`config.mk`:
```
export PLATFORM = sky130hd
export DESIGN_NAME = vga_layer_mixer
export DESIGN_NICKNAME = d
export VERILOG_FILES = /design/src/rtl/vga_layer_mixer.sv
export SDC_FILE = /design/constraint.sdc
export NUM_CORES = 1
export LEC_CHECK = 0
export ABC_CLOCK_PERIOD_IN_PS = 2700
export BUFFER_PORTS_ARGS = -buffer_cell sky130_fd_sc_hd__buf_2
export CORE_MARGIN = 2
export CORE_UTILIZATION = 45
export DETAILED_ROUTE_END_ITERATION = 10
export GPL_ROUTABILITY_DRIVEN = 0
export HOLD_SLACK_MARGIN = 0.05
export PLACE_DENSITY = 0.79
export RECOVER_POWER = 100
export SLEW_MARGIN = 10
export SYNTH_ARGS = -nofsm -noshare
export SYNTH_HDL_FRONTEND = slang
export SYNTH_SLANG_ARGS = --single-unit
```
`constraint.sdc`:
```
create_clock -name clk -period 2.7 [get_ports clk]
set_clock_uncertainty 0.1 [all_clocks]
set_input_delay 0 -clock clk [delete_from_list [all_inputs] [get_ports clk]]
set_output_delay 0 -clock clk [all_outputs]
set_load 0.05 [all_outputs]
```
`src/rtl/vga_layer_mixer.sv`:
```
// VGA scan timing generator and three-layer priority compositor for the sprite layers.
// Define MIXER_FRAME_CNT_EN to add a free-running 16-bit frame_cnt output for layer animation.
module vga_layer_mixer #(
  parameter logic [9:0]  H_VIS     = 10'd640,
  parameter logic [9:0]  H_FP      = 10'd16,
  parameter logic [9:0]  H_SW      = 10'd96,
  parameter logic [9:0]  H_BP      = 10'd48,
  parameter logic [9:0]  V_VIS     = 10'd480,
  parameter logic [9:0]  V_FP      = 10'd10,
  parameter logic [9:0]  V_SW      = 10'd2,
  parameter logic [9:0]  V_BP      = 10'd33,
  parameter int unsigned LAYER_LAT = 1,
  parameter logic [23:0] BG_RGB    = 24'h000000
) (
  input  logic        clk,
  input  logic        rst,
  output logic [9:0]  x_pos,
  output logic [9:0]  y_pos,
  input  logic        RqFlag0,
  input  logic [7:0]  Red0,
  input  logic [7:0]  Green0,
  input  logic [7:0]  Blue0,
  input  logic        RqFlag1,
  input  logic [7:0]  Red1,
  input  logic [7:0]  Green1,
  input  logic [7:0]  Blue1,
  input  logic        RqFlag2,
  input  logic [7:0]  Red2,
  input  logic [7:0]  Green2,
  input  logic [7:0]  Blue2,
  output logic        hsync,
  output logic        vsync,
  output logic [7:0]  vga_r,
  output logic [7:0]  vga_g,
  output logic [7:0]  vga_b,
  output logic        frame_start
`ifdef MIXER_FRAME_CNT_EN
  ,
  output logic [15:0] frame_cnt
`endif
);

  localparam logic [9:0] H_TOTAL    = H_VIS + H_FP + H_SW + H_BP;
  localparam logic [9:0] V_TOTAL    = V_VIS + V_FP + V_SW + V_BP;
  localparam logic [9:0] H_SYNC_BEG = H_VIS + H_FP;
  localparam logic [9:0] H_SYNC_END = H_VIS + H_FP + H_SW;
  localparam logic [9:0] V_SYNC_BEG = V_VIS + V_FP;
  localparam logic [9:0] V_SYNC_END = V_VIS + V_FP + V_SW;

  typedef struct packed {
    logic vis;
    logic hs_n;
    logic vs_n;
    logic first;
  } timing_t;

  localparam timing_t TIMING_IDLE = '{vis: 1'b0, hs_n: 1'b1, vs_n: 1'b1, first: 1'b0};

  timing_t     raw;
  timing_t     dly [LAYER_LAT];
  timing_t     aligned;
  logic [23:0] pix;

  // NOTE: sequential state uses non-blocking assignments so every register samples pre-edge values.
  always_ff @(posedge clk or posedge rst) begin
    if (rst) begin
      x_pos <= '0;
      y_pos <= '0;
    end else if (x_pos == H_TOTAL - 10'd1) begin
      x_pos <= '0;
      y_pos <= (y_pos == V_TOTAL - 10'd1) ? 10'd0 : y_pos + 10'd1;
    end else begin
      x_pos <= x_pos + 10'd1;
    end
  end

  // NOTE: combinational blocks assign every output a default first so no latch is inferred.
  always_comb begin
    raw       = TIMING_IDLE;
    raw.vis   = (x_pos < H_VIS) && (y_pos < V_VIS);
    raw.hs_n  = !((x_pos >= H_SYNC_BEG) && (x_pos < H_SYNC_END));
    raw.vs_n  = !((y_pos >= V_SYNC_BEG) && (y_pos < V_SYNC_END));
    raw.first = (x_pos == 10'd0) && (y_pos == 10'd0);
  end

  // NOTE: the alignment stages are reset, unlike a data RAM, so no stale sync pulse or
  // visible flag leaks out during the first LAYER_LAT clocks after reset.
  always_ff @(posedge clk or posedge rst) begin
    if (rst) begin
      for (int i = 0; i < LAYER_LAT; i++) dly[i] <= TIMING_IDLE;
    end else begin
      dly[0] <= raw;
      for (int i = 1; i < LAYER_LAT; i++) dly[i] <= dly[i-1];
    end
  end

  assign aligned = dly[LAYER_LAT-1];

  // Highest-numbered requesting layer wins; blanking overrides everything.
  always_comb begin
    pix = BG_RGB;
    if (RqFlag2)      pix = {Red2, Green2, Blue2};
    else if (RqFlag1) pix = {Red1, Green1, Blue1};
    else if (RqFlag0) pix = {Red0, Green0, Blue0};
    if (!aligned.vis) pix = '0;
  end

  always_ff @(posedge clk or posedge rst) begin
    if (rst) begin
      vga_r       <= '0;
      vga_g       <= '0;
      vga_b       <= '0;
      hsync       <= 1'b1;
      vsync       <= 1'b1;
      frame_start <= 1'b0;
    end else begin
      vga_r       <= pix[23:16];
      vga_g       <= pix[15:8];
      vga_b       <= pix[7:0];
      hsync       <= aligned.hs_n;
      vsync       <= aligned.vs_n;
      frame_start <= aligned.first;
    end
  end

`ifdef MIXER_FRAME_CNT_EN
  always_ff @(posedge clk or posedge rst) begin
    if (rst)              frame_cnt <= '0;
    else if (frame_start) frame_cnt <= frame_cnt + 16'd1;
  end
`endif

endmodule

```
Word-level counts from Yosys, hierarchy flattened:

Cells that the tools add are included.
Widths: inputs -> output; s select.

* bits of input ports: 77
* logic and storage cells: 36
* output and inout bits: 47
* register bits: 51

* muxes and demuxes: 6
* equality and inequality tests: 2
* order comparisons: 6
* add/subtract/negate cells: 2
* reductions and logical operators: 8

Operators by type and width (count)
* $mux 24: 4
* $add 10x1->10 const B: 2
* $eq 10x10->1 const B: 2
* $logic_not 10->1: 2
* $lt 10x10->1 const B: 2
* $lt 10x9->1 const B: 2
* $mux 10: 2
* $ge 10x10->1 const B: 1
* $ge 10x9->1 const B: 1
* $logic_and 1x1->1: 4
* $logic_not 1->1: 2

Depth between registers and ports, before layout:

* depth after elaboration: 4
* mapped depth: 6
* gate-level depth less buffers: 6

Worst setup path after synthesis:

OpenSTA, ideal clock, no wires.

* path kind: flip-flop to flip-flop
* from: register x_pos[5]
* to: register y_pos[4]
* path slack: 0.205 ns
* arrival: 2.317 ns
* library setup time: 0.077 ns
* clock period less this slack: 2.495 ns
* buffers on the path: 2
* cell stages (with the launch flop): 7
* required time: 2.523 ns
* cells stage by stage: dfrtp_1 or4b_1 buf_2 or3_1 clkbuf_2 or4_1 a21oi_1

* longest elaborated chain between the ends: 1

Ends and longest elaborated chain
* start, declared: RTL line 17 `output logic [9:0] x_pos,`
* start signal, assigned: RTL line 73 `x_pos <= x_pos + 10'd1;`
* $eq 10x10->1: RTL line 69 `end else if (x_pos == H_TOTAL - 10'd1) begin`
* end signal, assigned: RTL line 71 `y_pos <= (y_pos == V_TOTAL - 10'd1) ? 10'd0 : y_pos + 10'd1;`
* end, declared: RTL line 18 `output logic [9:0] y_pos,`

Every way passes these cells.
A chain may end at the register's enable or synchronous reset.

Worst setup path after layout:

Same ends and word-level chain as after synthesis.

==> run metrics <==
grt met2 use 40.7%; placed cell areas 0.00314 mm²; family with the most delay on the worst path simple AND/OR/NAND/NOR gates; final non-filler cell total 493; period utilization 89.5%; RSZ-0062 raised after global routing no; vias in the first global route 2350; clock buffer count from CTS 5; hold_buf cts 45; crit path max fanout 8; Worst-Margin Slew 1.80 ns; distinct cell type count of the synthesized netlist 35; worst skew pair latency 0.30 ns; worst path arrival time 2.55 ns; Die Ht 78.2 µm; register area 0.00128 mm²; Period minus WS final 2.42 ns; failing checks capacitance limit, slew limit; critical path class reg -> reg; outcome complete, but fails checks; DR pass1 iterations 4; Synth Area in XOR/XNOR 4.25%; Fin. Hold Viols 0; # resized after CTS 0; gr busiest metal met2; compound-gate portion of the synthesized area 14.9%; first-pass GRT wire length 10700 µm; largest net degree at the start of global routing 52; post-synth net total 340; adder-cell share of the synthesized area 2.02%; TritonCTS clock tree yes; H-tree depth 2; vias per cell 5.06; wire per inst 13.5 µm; cell area after layout 0.00361 mm²; maxcap violations 1; root buf cell clkbuf_8; vias 2496; io pins 124; core area 0.00541 mm²; die area 0.00611 mm²; crit end category register; Finish-stage setup viols 0; maximum clock path buffer count 2; main combinational cell family by area after synthesis simple AND/OR/NAND/NOR gates; final wirelength 6650 µm; ant diodes 0; antenna violations before repair 0; 1st-iter DRT viols 78; # port buffers 123; Synth Instances 259; Syn Area/Cell 9.56 µm²; area grow syn2layout 45.8%; worst-path cell chain or4b_1, or3_1, or4_1, a21oi_1; Total GRT Usage 22.1%; yosys warns 0; Fill cells 432; fraction of layout cells with a size suffix above 1 21.4%; setup TNS 0 ns; post-synthesis cell area 0.00247 mm²; Final HPWL DP 4320 µm; Post-DRT Antenna Nets 0; met3 Resource Use GR 5.52%; Worst setup SP type register; clock-pin transition on the worst setup and hold timing paths 0.09 ns; placed insts 440; Static Leak 1.63 nW; WP data required 2.83 ns; sequential area share after synthesis 51.8%; slowest CP cell or4b_1; met1 Use GR 25.0%; Max Slew Vio Count 52; mux share of post-synthesis cell area 0.404%; hold crit path type in -> reg; Residual DRC 0; total grt overflow 0; Post-CTS Setup Repair Bufs 0; Die W 78.2 µm; buffers plus inverters on the worst setup path 0; multi-input logic area 0.00110 mm²; Max-slew headroom -20.0%; starting density of the core 45.8%; CTS Sinks 51; Max IR drop VDD 0.000200 V; #FFs+latches synth 51; Cell Pwr Density 437 mW/mm²; simple-gate share of the synthesized area 23.0%; final net count 501; Row Count 27; Max Clk Rate 414 MHz; Worst path max stage delay 0.66 ns
[cell usage in the layout (no fill, tap or decap), types with 3 or more instances in the layout]
cell type / synthesis / routed
a21oi_1: 6 / 6
a22oi_1: 22 / 22
and2_0: 0 / 11
and2_1: 22 / 11
buf_2: 1 / 75
clkbuf_1: 14 / 50
clkbuf_8: 0 / 5
dfrtp_1: 47 / 47
dfstp_2: 4 / 4
dlygate4sd3_1: 0 / 45
ha_1: 4 / 4
inv_1: 7 / 7
nand2_1: 29 / 29
nand3_1: 11 / 11
nand3b_1: 3 / 3
nand4_1: 6 / 6
nor2_1: 9 / 9
nor2b_1: 5 / 5
nor3_1: 5 / 5
nor4_1: 8 / 8
o21ai_0: 26 / 26
xnor2_1: 6 / 6
xor2_1: 6 / 6
[final timing paths]
| check | start | to | slack, ns | depth (start not counted) |
|---|---|---|---|---|
| setup / recovery | x_pos[5] | y_pos[4] | 0.28 | 4 |
| hold / removal | Green0[6] | vga_g[6] | 0.07 | 4 |
| setup reg to reg | x_pos[5] | y_pos[4] | 0.28 | 4 |
| hold reg to reg | aligned[1] | vsync | 0.26 | 0 |
| max in group asynchronous | rst | y_pos[1] | 0.74 | 3 |
| min in group asynchronous | rst | x_pos[6] | 0.71 | 3 |
[worst min-delay path, stage by stage]
cell and delay (ns):
buf_2 0.07, a22oi_1 0.05, o21ai_0 0.17, and2_0 0.13
[metal layers]
metal / part of all wire [%] / routed length (µm)
met2: 53 / 3500
met1: 39 / 2620
met3: 6.2 / 411
met5: 0 / 0
met4: 1.8 / 118
[cell usage after synthesis]
master / count / area share [%]
inv_1: 7 / 1.1
xor2_1: 6 / 2.1
a31oi_1: 1 / 0.25
and4_1: 1 / 0.35
nand4_1: 6 / 1.5
nand2_1: 29 / 4.4
or3_2: 1 / 0.30
o21a_1: 2 / 0.61
and3_1: 2 / 0.51
nor2b_1: 5 / 1.3
o31ai_1: 2 / 0.61
and2_1: 22 / 5.6
nor4_1: 8 / 2.0
buf_2: 1 / 0.20
or3_1: 1 / 0.25
nand3b_1: 3 / 0.91
ha_1: 4 / 2.0
or4_1: 1 / 0.30
clkbuf_2: 1 / 0.20
o21ai_0: 26 / 5.3
mux2i_1: 1 / 0.40
and2_2: 1 / 0.30
a22oi_1: 22 / 6.7
xnor2_1: 6 / 2.1
nor2_1: 9 / 1.4
or4b_1: 1 / 0.40
a21oi_1: 6 / 1.2
o22ai_1: 1 / 0.25
dfstp_2: 4 / 4.2
nor3_1: 5 / 1.0
clkbuf_1: 14 / 2.1
buf_1: 1 / 0.15
nand3_1: 11 / 2.2
dfrtp_1: 47 / 48
nand2b_1: 1 / 0.25
[layout make-up]
class	instances	area share [%]
Timing Repair Buffer	171	28.3
Tap cell	72	2.50
Multi-Input combinational cell	184	30.5
Sequential cell	51	35.5
Clock inverter	3	0.520
Inverter	7	0.728
Clock buffer	5	1.91
[per-stage QoR]
step | power (mW) | hold WS [ns] | worst slack (ns) | util, %
global placement | 1.10 | 0.175 | 0.382 | 58.0
global route | 1.66 | 0.0973 | 0.204 | 66.7
detailed placement | 1.11 | 0.173 | 0.309 | 58.0
CTS | 1.59 | 0.0529 | 0.287 | 68.0
floorplan | 1.00 | 0.0708 | 0.205 | -
finish | 1.58 | 0.0650 | 0.284 | 66.7
[where the power goes]
| group | switching (mW) | internal (mW) | leakage (nW) | total, mW |
|---|---|---|---|---|
| Combinational | 0.211 | 0.140 | 0.946 | 0.351 |
| Sequential | 0.00777 | 0.793 | 0.638 | 0.800 |
| Clock | 0.244 | 0.183 | 0.0483 | 0.426 |
| Total | 0.462 | 1.12 | 1.63 | 1.58 |
[kinds of logic after synthesis]
kind of cell | Yosys count
DFF | 51
muxes | 1
buffers and inverters | 24
and+or+nand+nor | 107
AOI/OAI and AO/OA | 60
xor gates and xnor gates | 12
adders and majority gates | 4
[state kept, by name (all words and copies together), names as in the netlist]
register and cells:
aligned 4, frame_start 1, hsync 1, vga_b 8, vga_g 8, vga_r 8
vsync 1, x_pos 10, y_pos 10
Power figures use the tool's default switching activity.
